--- src/rtl/mips_rf_pkg.sv ---
// Shared constants for the MIPS register file slice: default widths and
// architectural register aliases used by the datapath and its benches.
package mips_rf_pkg;

    localparam int DATA_W_DEF = 32;
    localparam int ADDR_W_DEF = 5;

    localparam int REG_ZERO = 0;
    localparam int REG_SP   = 29;
    localparam int REG_RA   = 31;

    // One-hot decode of a register index into a DEPTH-wide mask.
    function automatic logic [(2**ADDR_W_DEF)-1:0] idx_onehot(input logic [ADDR_W_DEF-1:0] idx);
        logic [(2**ADDR_W_DEF)-1:0] mask_v;
        mask_v = {(2**ADDR_W_DEF){1'b0}};
        mask_v[idx] = 1'b1;
        return mask_v;
    endfunction

endpackage

--- src/rtl/rf_scoreboard.sv ---
// Per-register busy scoreboard: issue sets, write-back clears, set wins on a
// same-index collision; also looks up the busy bit for every read port.
module rf_scoreboard
    import mips_rf_pkg::*;
#(
    parameter int ADDR_W   = ADDR_W_DEF,
    parameter int NUM_RD   = 2,
    parameter int ZERO_REG = 1,
    localparam int DEPTH   = 2**ADDR_W
) (
    input  logic                     clk,
    input  logic                     rst_n,
    input  logic                     issue_valid,
    input  logic [ADDR_W-1:0]        issue_addr,
    input  logic                     wb_en,
    input  logic [ADDR_W-1:0]        wb_addr,
    input  logic [NUM_RD*ADDR_W-1:0] rd_addr,
    output logic [NUM_RD-1:0]        rd_busy,
    output logic [DEPTH-1:0]         busy_vec
);

    localparam logic [DEPTH-1:0] ONE_HOT0  = {{(DEPTH-1){1'b0}}, 1'b1};
    localparam logic [DEPTH-1:0] KEEP_MASK = (ZERO_REG != 0) ? ~ONE_HOT0 : {DEPTH{1'b1}};

    logic [DEPTH-1:0] busy_r;
    logic [DEPTH-1:0] set_mask_s;
    logic [DEPTH-1:0] clr_mask_s;
    logic [DEPTH-1:0] busy_nxt_s;

    // Next-state: clear first, then OR the set mask so a new producer supersedes the retiring one.
    always_comb begin
        set_mask_s = issue_valid ? (ONE_HOT0 << issue_addr) : {DEPTH{1'b0}};
        clr_mask_s = wb_en ? (ONE_HOT0 << wb_addr) : {DEPTH{1'b0}};
        busy_nxt_s = ((busy_r & ~clr_mask_s) | set_mask_s) & KEEP_MASK;
    end

    // Busy flops.
    always_ff @(posedge clk or negedge rst_n) begin
        if (!rst_n) begin
            busy_r <= {DEPTH{1'b0}};
        end else begin
            busy_r <= busy_nxt_s;
        end
    end

    // Hazard flag per read port comes straight from registered state, never bypassed.
    always_comb begin
        rd_busy = {NUM_RD{1'b0}};
        for (int p = 0; p < NUM_RD; p++) begin
            rd_busy[p] = busy_r[rd_addr[p*ADDR_W +: ADDR_W]];
        end
    end

    assign busy_vec = busy_r;

endmodule

--- src/rtl/regfile_scoreboard.sv ---
// MIPS general-purpose register file with NUM_RD combinational read ports,
// one write-back port, optional forwarding, hardwired r0 and a busy scoreboard.
module regfile_scoreboard
    import mips_rf_pkg::*;
#(
    parameter int DATA_W   = DATA_W_DEF,
    parameter int ADDR_W   = ADDR_W_DEF,
    parameter int NUM_RD   = 2,
    parameter int ZERO_REG = 1,
    parameter int BYPASS   = 1,
    localparam int DEPTH   = 2**ADDR_W
) (
    input  logic                     clk,
    input  logic                     rst_n,
    input  logic [NUM_RD*ADDR_W-1:0] rd_addr,
    output logic [NUM_RD*DATA_W-1:0] rd_data,
    output logic [NUM_RD-1:0]        rd_busy,
    input  logic                     issue_valid,
    input  logic [ADDR_W-1:0]        issue_addr,
    input  logic                     wb_en,
    input  logic [ADDR_W-1:0]        wb_addr,
    input  logic [DATA_W-1:0]        wb_data,
    output logic [DEPTH-1:0]         busy_vec
);

    localparam logic [ADDR_W-1:0] ZERO_IDX = ADDR_W'(REG_ZERO);

    logic [DATA_W-1:0] mem_r [DEPTH];
    logic              wr_en_s;

    // Writes to the hardwired zero register are dropped before they reach storage.
    always_comb begin
        if ((ZERO_REG != 0) && (wb_addr == ZERO_IDX)) begin
            wr_en_s = 1'b0;
        end else begin
            wr_en_s = wb_en;
        end
    end

    // Storage array, cleared in full by reset.
    always_ff @(posedge clk or negedge rst_n) begin
        if (!rst_n) begin
            for (int i = 0; i < DEPTH; i++) begin
                mem_r[i] <= {DATA_W{1'b0}};
            end
        end else if (wr_en_s) begin
            mem_r[wb_addr] <= wb_data;
        end
    end

    // Read muxes per port: zero register beats forwarding, forwarding beats storage.
    always_comb begin
        rd_data = {(NUM_RD*DATA_W){1'b0}};
        for (int p = 0; p < NUM_RD; p++) begin
            if ((ZERO_REG != 0) && (rd_addr[p*ADDR_W +: ADDR_W] == ZERO_IDX)) begin
                rd_data[p*DATA_W +: DATA_W] = {DATA_W{1'b0}};
            end else if ((BYPASS != 0) && wb_en && (wb_addr == rd_addr[p*ADDR_W +: ADDR_W])) begin
                rd_data[p*DATA_W +: DATA_W] = wb_data;
            end else begin
                rd_data[p*DATA_W +: DATA_W] = mem_r[rd_addr[p*ADDR_W +: ADDR_W]];
            end
        end
    end

    rf_scoreboard #(
        .ADDR_W   (ADDR_W),
        .NUM_RD   (NUM_RD),
        .ZERO_REG (ZERO_REG)
    ) u_scoreboard (
        .clk         (clk),
        .rst_n       (rst_n),
        .issue_valid (issue_valid),
        .issue_addr  (issue_addr),
        .wb_en       (wb_en),
        .wb_addr     (wb_addr),
        .rd_addr     (rd_addr),
        .rd_busy     (rd_busy),
        .busy_vec    (busy_vec)
    );

endmodule
--- config.mk ---
export PLATFORM = sky130hd
export DESIGN_NAME = regfile_scoreboard
export DESIGN_NICKNAME = d
export VERILOG_FILES = /design/src/rtl/mips_rf_pkg.sv /design/src/rtl/rf_scoreboard.sv /design/src/rtl/regfile_scoreboard.sv
export SDC_FILE = /design/constraint.sdc
export NUM_CORES = 2
export LEC_CHECK = 0
export CAP_MARGIN = 10
export CORE_UTILIZATION = 60
export CTS_CLUSTER_SIZE = 16
export DETAILED_ROUTE_END_ITERATION = 8
export GPL_ROUTABILITY_DRIVEN = 0
export PLACE_DENSITY = 0.8
export SYNTH_ARGS = -nofsm -noshare
export SYNTH_HDL_FRONTEND = slang
export SYNTH_SLANG_ARGS = --single-unit
--- constraint.sdc ---
create_clock -name clk -period 2.7 [get_ports clk]
set_input_delay 0.27 -clock clk [delete_from_list [all_inputs] [get_ports clk]]
set_output_delay 0.27 -clock clk [all_outputs]
set_load 0.005 [all_outputs]
==> flow_summary.ini <==
[floorplanning]
fp.dieH_microns = 308.5
die_area_sq_um = 95190
placement_rows = 112
number_of_ports_placed_on_the_die_boundary = 154
start_util = 0.6049
die_width_microns = 308.5
fp.coreArea_sq_um = 93190

[sta]
post-route-worst-setup-slack_ns = -0.5076
final_worst_clock_skew_ns = 0
relSlewSlack = 0.4189
period_minus_slack_ns = 3.208
hold_viol = 0
layout_worst_path_cycle_share = 1.188
rsz_0062_raised_after_global_routing = true
final.hold.worst_slack_ns = 0.09531
setup_viol = 39
drv_slew = 0
worst_pin_slew_ns = 0.8698
highest_achievable_clock_rate_ghz = 0.3118

[outcome]
status = finished with violations
violated_checks = setup timing

[clock_tree]
cts.clk_slew.worst_paths_ns = 0.07
tritoncts = built
clock_buffer_depth = 3
worstSkewPairLatency_ns = 0.69
cts_buffers = 110
h-tree-depth = 3
clkSinkCount = 1055
clock_tree.root_cell = clkbuf_16

[worst_setup_path]
worst_r2r_endpoint = mem_r[322]
critPathMaxFanout = 3
category_of_cells_accounting_for_the_largest_share_of_critical_path_delay = multiplexers
r2r_start = mem_r[322]
critical_path.cell_chain = mux4_2, mux4_2, o211ai_1, nand2_1, buf_2
critical-path-max-stage-delay_ns = 0.52
r2r.worst_path.cells = 3
arrival_ns = 2.94
worst_ep_required_time_ns = 2.43
timing.critical_path.to_type = output port
crit_type = reg -> out
worst_path_max_delay_cell = mux4_2
timing.critical_path.from_type = flip-flop
crit_top_cell = mux4_2
r2r_setup_slack_ns = 1.65
path_buf_inv = 1

[yosys]
synth_nets = 3885
count_of_flip_flops_with_a_built_in_enable_after_synthesis = 0
synthesis.area_sq_um = 56370
synth_most_common_cell = dfrtp_1
synth_sequential_area_ratio = 0.4683
asyncSetResetFlopFracSynth = 1.000
largest_area_contributor_in_the_netlist = dfrtp_1
post_synth_num_cell_types = 55
netlist.area_leader.share = 0.4683
synth_top_flop_cell = dfrtp_1
mean_area_per_synthesized_cell_sq_um = 14.72
synthesis.instances = 3829
synth.cells.most_frequent = 1,055 x dfrtp_1, 1,010 x mux2_2, 497 x mux4_2
register_bit_total_from_synthesis = 1055
yosys_warnings = 0
synth.area.top_cells = dfrtp_1 47%, mux2_2 20%, mux4_2 20%

[global_route]
grt_util_all_layers = 0.3917
grt_pass1_wl_microns = 272100
grt_overflow = 0
vias_in_the_first_global_route = 41558
maximum_number_of_pins_on_one_net_before_global_route_repair = 87
number_of_antenna_violations_at_the_first_check_in_global_routing = 2

[route]
drtIter0Drc = 5272
detailroute.via_count = 40192
dr.pass1.iters = 6
routedWlPerCell_microns = 32.78
totalWireLength_microns = 183200
drtAntennaViolNets = 0
post_drt_via_cell_ratio = 7.191
remaining_drc_errors = 0

[final_layout]
diodes = 0
post_route_cells_drive_above_1_share = 0.5783
syn_to_final_growth_pct = 20.72
finalNetCount = 4298

[worst_hold_path]
type_of_the_tightest_min_delay_check = in -> async

[pwr]
total_leakage_power_uw = 0.02989
power_density_relative_to_cell_area_nw_per_um2 = 726.0
power.ir.vdd_worst_mv = 0.5098

[placed_design]
port-buffer-count = 152
place_hpwl_microns = 115200
placement.setup.worst_slack_ns = -0.9204

[run]
maxCapViolCount = 0
-- metrics by stage --
step / TNS [ns] / cells / utilization / total power (uW) / instance area, sq um
after floorplan: 0 / 3829 / - / 27680 / 56370
after global placement: -24.49 / 5229 / 0.6678 / 30970 / 62240
final: -4.357 / 5589 / 0.7303 / 49410 / 68050
after global routing: -6.493 / 5589 / 0.7303 / 51010 / 68050
after detailed placement: -24.71 / 5229 / 0.6678 / 31550 / 62240
after CTS: -5.773 / 5558 / 0.7254 / 48980 / 67600
-- sequential cells by signal, summed over array words and instances, names as in the netlist --
name                   count
mem_r                   1024
u_scoreboard.busy_vec     31
-- area by class of cell --
| cell class | count | area [sq um] |
|---|---|---|
| Multi-Input combinational cell | 2337 | 28780 |
| Clock buffer | 154 | 3251 |
| Timing Repair Buffer | 736 | 7256 |
| Sequential cell | 1055 | 26400 |
| Tap cell | 1254 | 1569 |
| Fill cell | 5513 | 25140 |
| Clock inverter | 51 | 790.8 |
| Inverter | 2 | 7.507 |
-- placed cells by master, fill, tap and decap left out, types with 14 or more instances in the layout --
cell type,n
buf_2,55
o22ai_2,22
nor3_2,16
clkbuf_8,30
o21ai_0,47
clkbuf_16,113
buf_12,113
clkinv_2,19
mux4_2,497
bufinv_16,19
a221oi_1,21
nand2_2,18
buf_6,40
nand2_1,101
dfrtp_1,1053
mux2i_1,125
nor3_1,20
nor2_1,71
nand3_1,14
o22ai_1,94
a21oi_1,22
nor2_4,19
clkdlybuf4s50_1,70
o211ai_1,37
mux2_2,1007
a221o_1,16
a22oi_1,17
buf_4,431
-- timing repair --
action                     in CTS  in global routing
setup buffers                 130                 32
cloned                          1                  1
hold endpoints to repair      637                  0
gates resized for setup       380                 68
pin swaps                     133                 82
hold buffers                    1                  0
setup endpoints to repair      66                 62
-- logic make-up after synthesis --
group | after synthesis | synth area share
buf+inv | 437 | 0.03596
flops | 1055 | 0.4683
other cells | 1 | 0.00006652
mux | 1636 | 0.4232
compound gates | 364 | 0.04350
xor+xnor | 10 | 0.001554
simple gates | 326 | 0.02741
-- worst max-delay path by stage --
stage          depth (start not counted)  slack (ns)       start           to
3_3_place_gp                          11       -0.91  wb_addr[4]  rd_data[30]
3_5_place_dp                          11       -0.92  wb_addr[4]  rd_data[30]
4_1_cts                                5       -0.43  mem_r[271]  rd_data[47]
5_1_grt                                5       -0.48  mem_r[271]  rd_data[47]
2_1_floorplan                          7        0.46  rd_addr[6]  rd_data[63]
6_report                               5       -0.51  mem_r[280]  rd_data[56]
-- where the power goes --
part / switching [uW] / leakage, uW / total (uW) / internal [uW]
combinational: 4490 / 0.0144 / 11400 / 6920
clock: 6660 / 0.00198 / 16900 / 10200
sequential: 2290 / 0.0135 / 21100 / 18800
total: 13400 / 0.0299 / 49400 / 36000
-- routing by layer --
metal	wire [microns]	part of all wire	up-vias	global-route usage
met2	82150	0.45	2881	0.5708
li1	-	-	15643	-
met3	25070	0.14	697	0.1243
met5	27	0.00015	-	0
met1	65640	0.36	20967	0.5327
met4	10310	0.056	4	0.1987
(Power assumes the default switching activity.)
